==> config.mk <==
export PLATFORM = sky130hd
export DESIGN_NAME = sram_stage_sequencer
export DESIGN_NICKNAME = d
export VERILOG_FILES = /design/src/rtl/sram_stage_sequencer_pkg.sv /design/src/rtl/sram_stage_sequencer_watchdog.sv /design/src/rtl/sram_stage_sequencer.sv
export SDC_FILE = /design/constraint.sdc
export NUM_CORES = 1
export LEC_CHECK = 0
export CAP_MARGIN = 10
export CORE_ASPECT_RATIO = 2
export CORE_UTILIZATION = 52
export CTS_CLUSTER_DIAMETER = 120
export DETAILED_ROUTE_END_ITERATION = 6
export DONT_BUFFER_PORTS = 1
export PLACE_DENSITY = 0.67
export SYNTH_ARGS = -nofsm -noshare
export SYNTH_HDL_FRONTEND = slang
export SYNTH_HIERARCHICAL = 1
export SYNTH_SLANG_ARGS = --single-unit
==> constraint.sdc <==
create_clock -name Clock -period 4.8 [get_ports Clock]
set_input_delay 0.96 -clock Clock [delete_from_list [all_inputs] [get_ports Clock]]
set_output_delay 0.96 -clock Clock [all_outputs]
set_load 0.05 [all_outputs]
==> src/rtl/sram_stage_sequencer_pkg.sv <==
// rtl/sram_stage_sequencer_pkg.sv - shared state types and constants for the stage sequencer
package sram_stage_sequencer_pkg;

    typedef enum logic [2:0] {
        S_SEQ_IDLE   = 3'd0,
        S_SEQ_START  = 3'd1,
        S_SEQ_RUN    = 3'd2,
        S_SEQ_GAP    = 3'd3,
        S_SEQ_FINISH = 3'd4,
        S_SEQ_ERROR  = 3'd5
    } seq_state_type;

    localparam int          SEQ_NUM_STAGES_DEFAULT = 3;
    localparam logic [23:0] SEQ_TIMEOUT_DEFAULT    = 24'd2_000_000;

    localparam logic [1:0]  STAGE_LOADER    = 2'd0;
    localparam logic [1:0]  STAGE_IDCT      = 2'd1;
    localparam logic [1:0]  STAGE_UPSAMPLER = 2'd2;

endpackage

==> src/rtl/sram_stage_sequencer_watchdog.sv <==
// rtl/sram_stage_sequencer_watchdog.sv - saturating 24-bit per-stage watchdog
module seq_watchdog (
    input  logic        Clock,
    input  logic        Resetn,
    input  logic        clear,
    input  logic        enable,
    input  logic [23:0] limit,
    output logic        expired
);

    logic [23:0] count;

    // Count enabled cycles since the last clear, holding at all-ones instead of wrapping
    always_ff @(posedge Clock or negedge Resetn) begin
        if (!Resetn) begin
            count <= 24'd0;
        end else if (clear) begin
            count <= 24'd0;
        end else if (enable && (count != 24'hFF_FFFF)) begin
            count <= count + 24'd1;
        end
    end

    // Expiry is seen during the last allowed cycle so the sequencer can leave on that edge
    always_comb begin
        expired = (count == (limit - 24'd1));
    end

endmodule

==> src/rtl/sram_stage_sequencer.sv <==
// rtl/sram_stage_sequencer.sv - runs pipeline stages in order and grants each the shared SRAM port
module sram_stage_sequencer
    import sram_stage_sequencer_pkg::*;
#(
    parameter int          NUM_STAGES     = SEQ_NUM_STAGES_DEFAULT,
    parameter logic [23:0] TIMEOUT_CYCLES = SEQ_TIMEOUT_DEFAULT
) (
    input  logic                     Clock,
    input  logic                     Resetn,
    input  logic                     Start,
    input  logic                     Abort,
    output logic [NUM_STAGES-1:0]    Stage_enable,
    input  logic [NUM_STAGES-1:0]    Stage_done,
    input  logic [NUM_STAGES*18-1:0] Stage_SRAM_address,
    input  logic [NUM_STAGES*16-1:0] Stage_SRAM_write_data,
    input  logic [NUM_STAGES-1:0]    Stage_SRAM_we_n,
    output logic [17:0]              SRAM_address,
    output logic [15:0]              SRAM_write_data,
    output logic                     SRAM_we_n,
    output logic [1:0]               Active_stage,
    output logic                     Busy,
    output logic                     Done,
    output logic                     Error
);

    localparam logic [1:0] LAST_STAGE = 2'(NUM_STAGES - 1);

    seq_state_type state;
    logic [1:0]    k;
    logic          wd_expired;

    seq_watchdog u_watchdog (
        .Clock   (Clock),
        .Resetn  (Resetn),
        .clear   (state == S_SEQ_START),
        .enable  (state == S_SEQ_RUN),
        .limit   (TIMEOUT_CYCLES),
        .expired (wd_expired)
    );

    // Sequencer FSM; outputs are set on the transition into the state they describe
    always_ff @(posedge Clock or negedge Resetn) begin
        if (!Resetn) begin
            state        <= S_SEQ_IDLE;
            k            <= STAGE_LOADER;
            Stage_enable <= '0;
            Done         <= 1'b0;
            Error        <= 1'b0;
            Busy         <= 1'b0;
            Active_stage <= 2'd0;
        end else begin
            Stage_enable <= '0;
            Done         <= 1'b0;
            if (Abort && (state != S_SEQ_IDLE)) begin
                state        <= S_SEQ_IDLE;
                Busy         <= 1'b0;
                Active_stage <= 2'd0;
            end else begin
                case (state)
                    S_SEQ_IDLE, S_SEQ_ERROR: begin
                        if (Start) begin
                            state        <= S_SEQ_START;
                            k            <= STAGE_LOADER;
                            Error        <= 1'b0;
                            Busy         <= 1'b1;
                            Active_stage <= STAGE_LOADER;
                            Stage_enable <= NUM_STAGES'(1);
                        end
                    end
                    S_SEQ_START: begin
                        state <= S_SEQ_RUN;
                    end
                    S_SEQ_RUN: begin
                        if (Stage_done[k]) begin
                            Active_stage <= 2'd0;
                            if (k == LAST_STAGE) begin
                                state <= S_SEQ_FINISH;
                                Done  <= 1'b1;
                            end else begin
                                state <= S_SEQ_GAP;
                            end
                        end else if (wd_expired) begin
                            state        <= S_SEQ_ERROR;
                            Error        <= 1'b1;
                            Busy         <= 1'b0;
                            Active_stage <= 2'd0;
                        end
                    end
                    S_SEQ_GAP: begin
                        state        <= S_SEQ_START;
                        k            <= k + 2'd1;
                        Active_stage <= k + 2'd1;
                        Stage_enable <= NUM_STAGES'(1) << (k + 2'd1);
                    end
                    S_SEQ_FINISH: begin
                        state <= S_SEQ_IDLE;
                        Busy  <= 1'b0;
                    end
                    default: begin
                        state <= S_SEQ_IDLE;
                        Busy  <= 1'b0;
                    end
                endcase
            end
        end
    end

    // Zero-latency SRAM mux: only the owning stage reaches the port, otherwise it is parked idle
    always_comb begin
        SRAM_address    = 18'd0;
        SRAM_write_data = 16'd0;
        SRAM_we_n       = 1'b1;
        if ((state == S_SEQ_START) || (state == S_SEQ_RUN)) begin
            for (int i = 0; i < NUM_STAGES; i++) begin
                if (k == 2'(i)) begin
                    SRAM_address    = Stage_SRAM_address[i*18 +: 18];
                    SRAM_write_data = Stage_SRAM_write_data[i*16 +: 16];
                    SRAM_we_n       = Stage_SRAM_we_n[i];
                end
            end
        end
    end

endmodule

==> results.sh <==
export IMPL_status="finished clean"
export IMPL_max_cap_viol_count=0
export IMPL_grt_antenna_before_repair=0
export IMPL_post_synth_edffs=0
export IMPL_weighted_congestion_at_the_end_of_routability_driven_global_placement=0.835
export IMPL_commonest_non_fill_non_tap_cell_in_the_layout="conb_1"
export IMPL_post_cts_setup_buffer_count=0
export IMPL_post_synth_mux_area_share_pct=1.28
export IMPL_syn_area_per_cell_um2=8.36
export IMPL_rows=44
export IMPL_io_pins=155
export IMPL_worst_pin_slew_ps=998
export IMPL_max_freq_mhz=272
export IMPL_globalRouteOverflowTotal=0
export IMPL_largest_stage_delay_on_the_critical_path_ps=530
export IMPL_final_number_of_hold_violating_endpoints=0
export IMPL_port_buffers=0
export IMPL_clock_tree_buffer_depth=2
export IMPL_layout_area_overhead_vs_synth_pct=20.2
export IMPL_synth_main_ff_cell="dfrtp_1"
export IMPL_finalNonFillerCells=677
export IMPL_h_tree_depth=2
export IMPL_setup_repair_after_global_routing_missed_its_margin="false"
export IMPL_grt_pass1_vias=3738
export IMPL_cts_sinks=37
export IMPL_synth_simple_gate_area_share_pct=21.0
export IMPL_synthAdderAreaFrac_pct=2.19
export IMPL_worstPathCellList="inv_1, ha_1, buf_4, nor2b_2, buf_4, a221oi_1, a2111oi_2, buf_4"
export IMPL_synthesized_area_fraction_occupied_by_xor_and_xnor_cells_pct=11.4
export IMPL_die_area_um2=8080
export IMPL_netlist_cell_type_count=67
export IMPL_internal_power_uw=1110
export IMPL_initial_core_util_pct=54.3
export IMPL_post_cts_resize_count=0
export IMPL_synth_compound_area_share_pct=31.1
export IMPL_ys_warn_count=6
export IMPL_cp_top_family="buffers and inverters"
export IMPL_drt_vias_per_instance=5.70
export IMPL_routed_wl_um=10600
export IMPL_final_setup_skew_ps=3.94
export IMPL_grt_start_max_net_pins=75
export IMPL_ys_ff_latch=37
export IMPL_drcViolationCount=0
export IMPL_firstDrtPassIters=4
export IMPL_totalPowerFinal_uw=2450
export IMPL_worstPathArrival_ps=2710
export IMPL_timing_max_transition_violations_final=0
export IMPL_timing_final_crit_period_ps=3670
export IMPL_relative_slew_slack_pct=33.3
export IMPL_synth_yosys_seq_area_share_pct=23.1
export IMPL_worstSetupPathType="flop to output pin"
export IMPL_nFillCells=660
export IMPL_p_switching_uw=1340
export IMPL_synth_async_sr_flop_share_pct=100
export IMPL_post_synth_main_area_contributors="dfrtp_1, a2111oi_2, a221oi_1"
export IMPL_layout_cell_share_with_drive_strength_beyond_1_pct=17.1
export IMPL_cts_root_buf="clkbuf_16"
export IMPL_power_leakage_uw=0.00206
export IMPL_number_of_antenna_diodes=0
export IMPL_critical_path_endpoint_type="output pin"
export IMPL_die_h_um=126
export IMPL_clkPwrFrac_pct=15.9
export IMPL_worst_path_most_repeated_cell="buf_4"
export IMPL_drt_iter0_drc=156
export IMPL_finalSetupViolations=0
export IMPL_tritoncts_clock_tree="yes"
export IMPL_power_per_cell_area_nw_per_um2=509
export IMPL_cp_buffers_inverters=4
export IMPL_route_detailed_wl_per_inst_um=15.6
export IMPL_netlist_area_leader_share_pct=23.1
export IMPL_power_share_combinational_pct=66.6
export IMPL_detailed_placement_hpwl_um=8250
export IMPL_dr_total_vias=3858
export IMPL_worstSkewPairLatency_ps=290
export IMPL_place_inst=669
export IMPL_path_clk_slew_ps=60
export IMPL_globalRouteTotalUtil_pct=26.5
export IMPL_die_width_um=64.1
export IMPL_cell_taking_the_most_area_after_synthesis="dfrtp_1"
export IMPL_sequentialPowerShare_pct=17.5
export IMPL_synthCells=479
export IMPL_critPathRequiredTime_ps=3840
export IMPL_mappedNetlistArea_um2=4010
export IMPL_switching_share_pct=54.7
export IMPL_min_path_type="input port to async pin"
export IMPL_tritoncts_num_buffers=5
export IMPL_drtAntennaViolNets=0
export IMPL_critPathSlowestCell="dfrtp_1"
export IMPL_design_final_nets=703
export IMPL_fin_tns_setup_ps=0
export IMPL_main_combinational_cell_family_by_area_after_synthesis="compound AO/OA/AOI/OAI gates"
export IMPL_fin_hold_ws_ps=366
export IMPL_core_area_um2=7380
export IMPL_critical_path_peak_fanout=36
export IMPL_hold_buf_count_cts=0
export IMPL_grt_first_pass_wirelength_um=17000
export IMPL_mostFrequentLayoutCells="conb_1, inv_1, nor2_1"
export IMPL_max_vdd_ir_drop_v=0.000740
export IMPL_finish_utilization_pct=65.2
export IMPL_layout_worst_path_cycle_share_pct=76.5
export IMPL_timing_critical_path_from_type="flop"
[logic make-up (layout without fill, tap and decap cells)]
family | count (synthesis) | in the layout
AOI/OAI and AO/OA | 132 | 132
xor gates and xnor gates | 52 | 52
adders and majority gates | 7 | 7
buffers and inverters | 88 | 97
DFF | 37 | 37
muxes | 5 | 5
other | 2 | 99
and+or+nand+nor | 156 | 156
[sequential cells by signal, indices dropped and copies added, names as in the netlist]
name and flops:
k 2, Done 1, Busy 1, Active_stage 2, state 3, Error 1, Stage_enable 3, u_watchdog/count 24
[layout make-up]
cell class / count / area, µm² / area share, %
tap: 92 / 115 / 2.39
sequential: 37 / 927 / 19.3
clock inverter: 2 / 37.5 / 0.780
timing repair buffer: 38 / 285 / 5.93
multi-input combinational: 451 / 3120 / 64.8
inverter: 51 / 191 / 3.98
clock buffer: 6 / 139 / 2.89
[path summary, 6_finish.rpt]
check,cells after the start,to,startpoint,slack [ps]
max,8,SRAM_address[8],k[1],1130
min,0,Active_stage[1],Resetn,370
max reg2reg,10,state[0],u_watchdog/count[8],2010
min reg2reg,2,u_watchdog/count[7],u_watchdog/count[7],600
max in group asynchronous,0,state[2],Resetn,4340
min in group Clock,2,u_watchdog/count[7],u_watchdog/count[7],600
[routing by layer]
metal	vias to the layer above	routed length, µm	global-route usage (%)
met5	-	0	0
met4	0	275	11.2
met3	22	532	3.26
met2	137	6200	52.9
met1	1802	3570	26.0
li1	1897	-	-
[metrics by stage]
stage                     cell area [µm²]  setup WS [ps]
after CTS                            4810           1160
after global routing                 4810            937
after global placement               4640           1560
after detailed placement             4640           1470
after floorplan                      4370            186
final                                4810           1130
[synth_stat cells, drive strengths merged, types with 10 or more instances]
cell type,count
a2111oi,36
a21oi,20
a221oi,35
buf,16
clkbuf,21
dfrtp,37
inv,51
nand2,22
nand3,16
nand4,12
nor2,42
nor3,16
o21ai,10
xnor2,27
xor2,25
[power by group through the flow]
stage / registers (µW) / logic [µW] / clock network, µW
4_1_cts: 429 / 1630 / 397
2_1_floorplan: 405 / 1280 / 0
5_1_grt: 437 / 1710 / 409
6_report: 429 / 1630 / 390
3_3_place_gp: 431 / 1600 / 0
3_5_place_dp: 434 / 1630 / 0
Note: power is estimated with default switching activity, not from simulation.
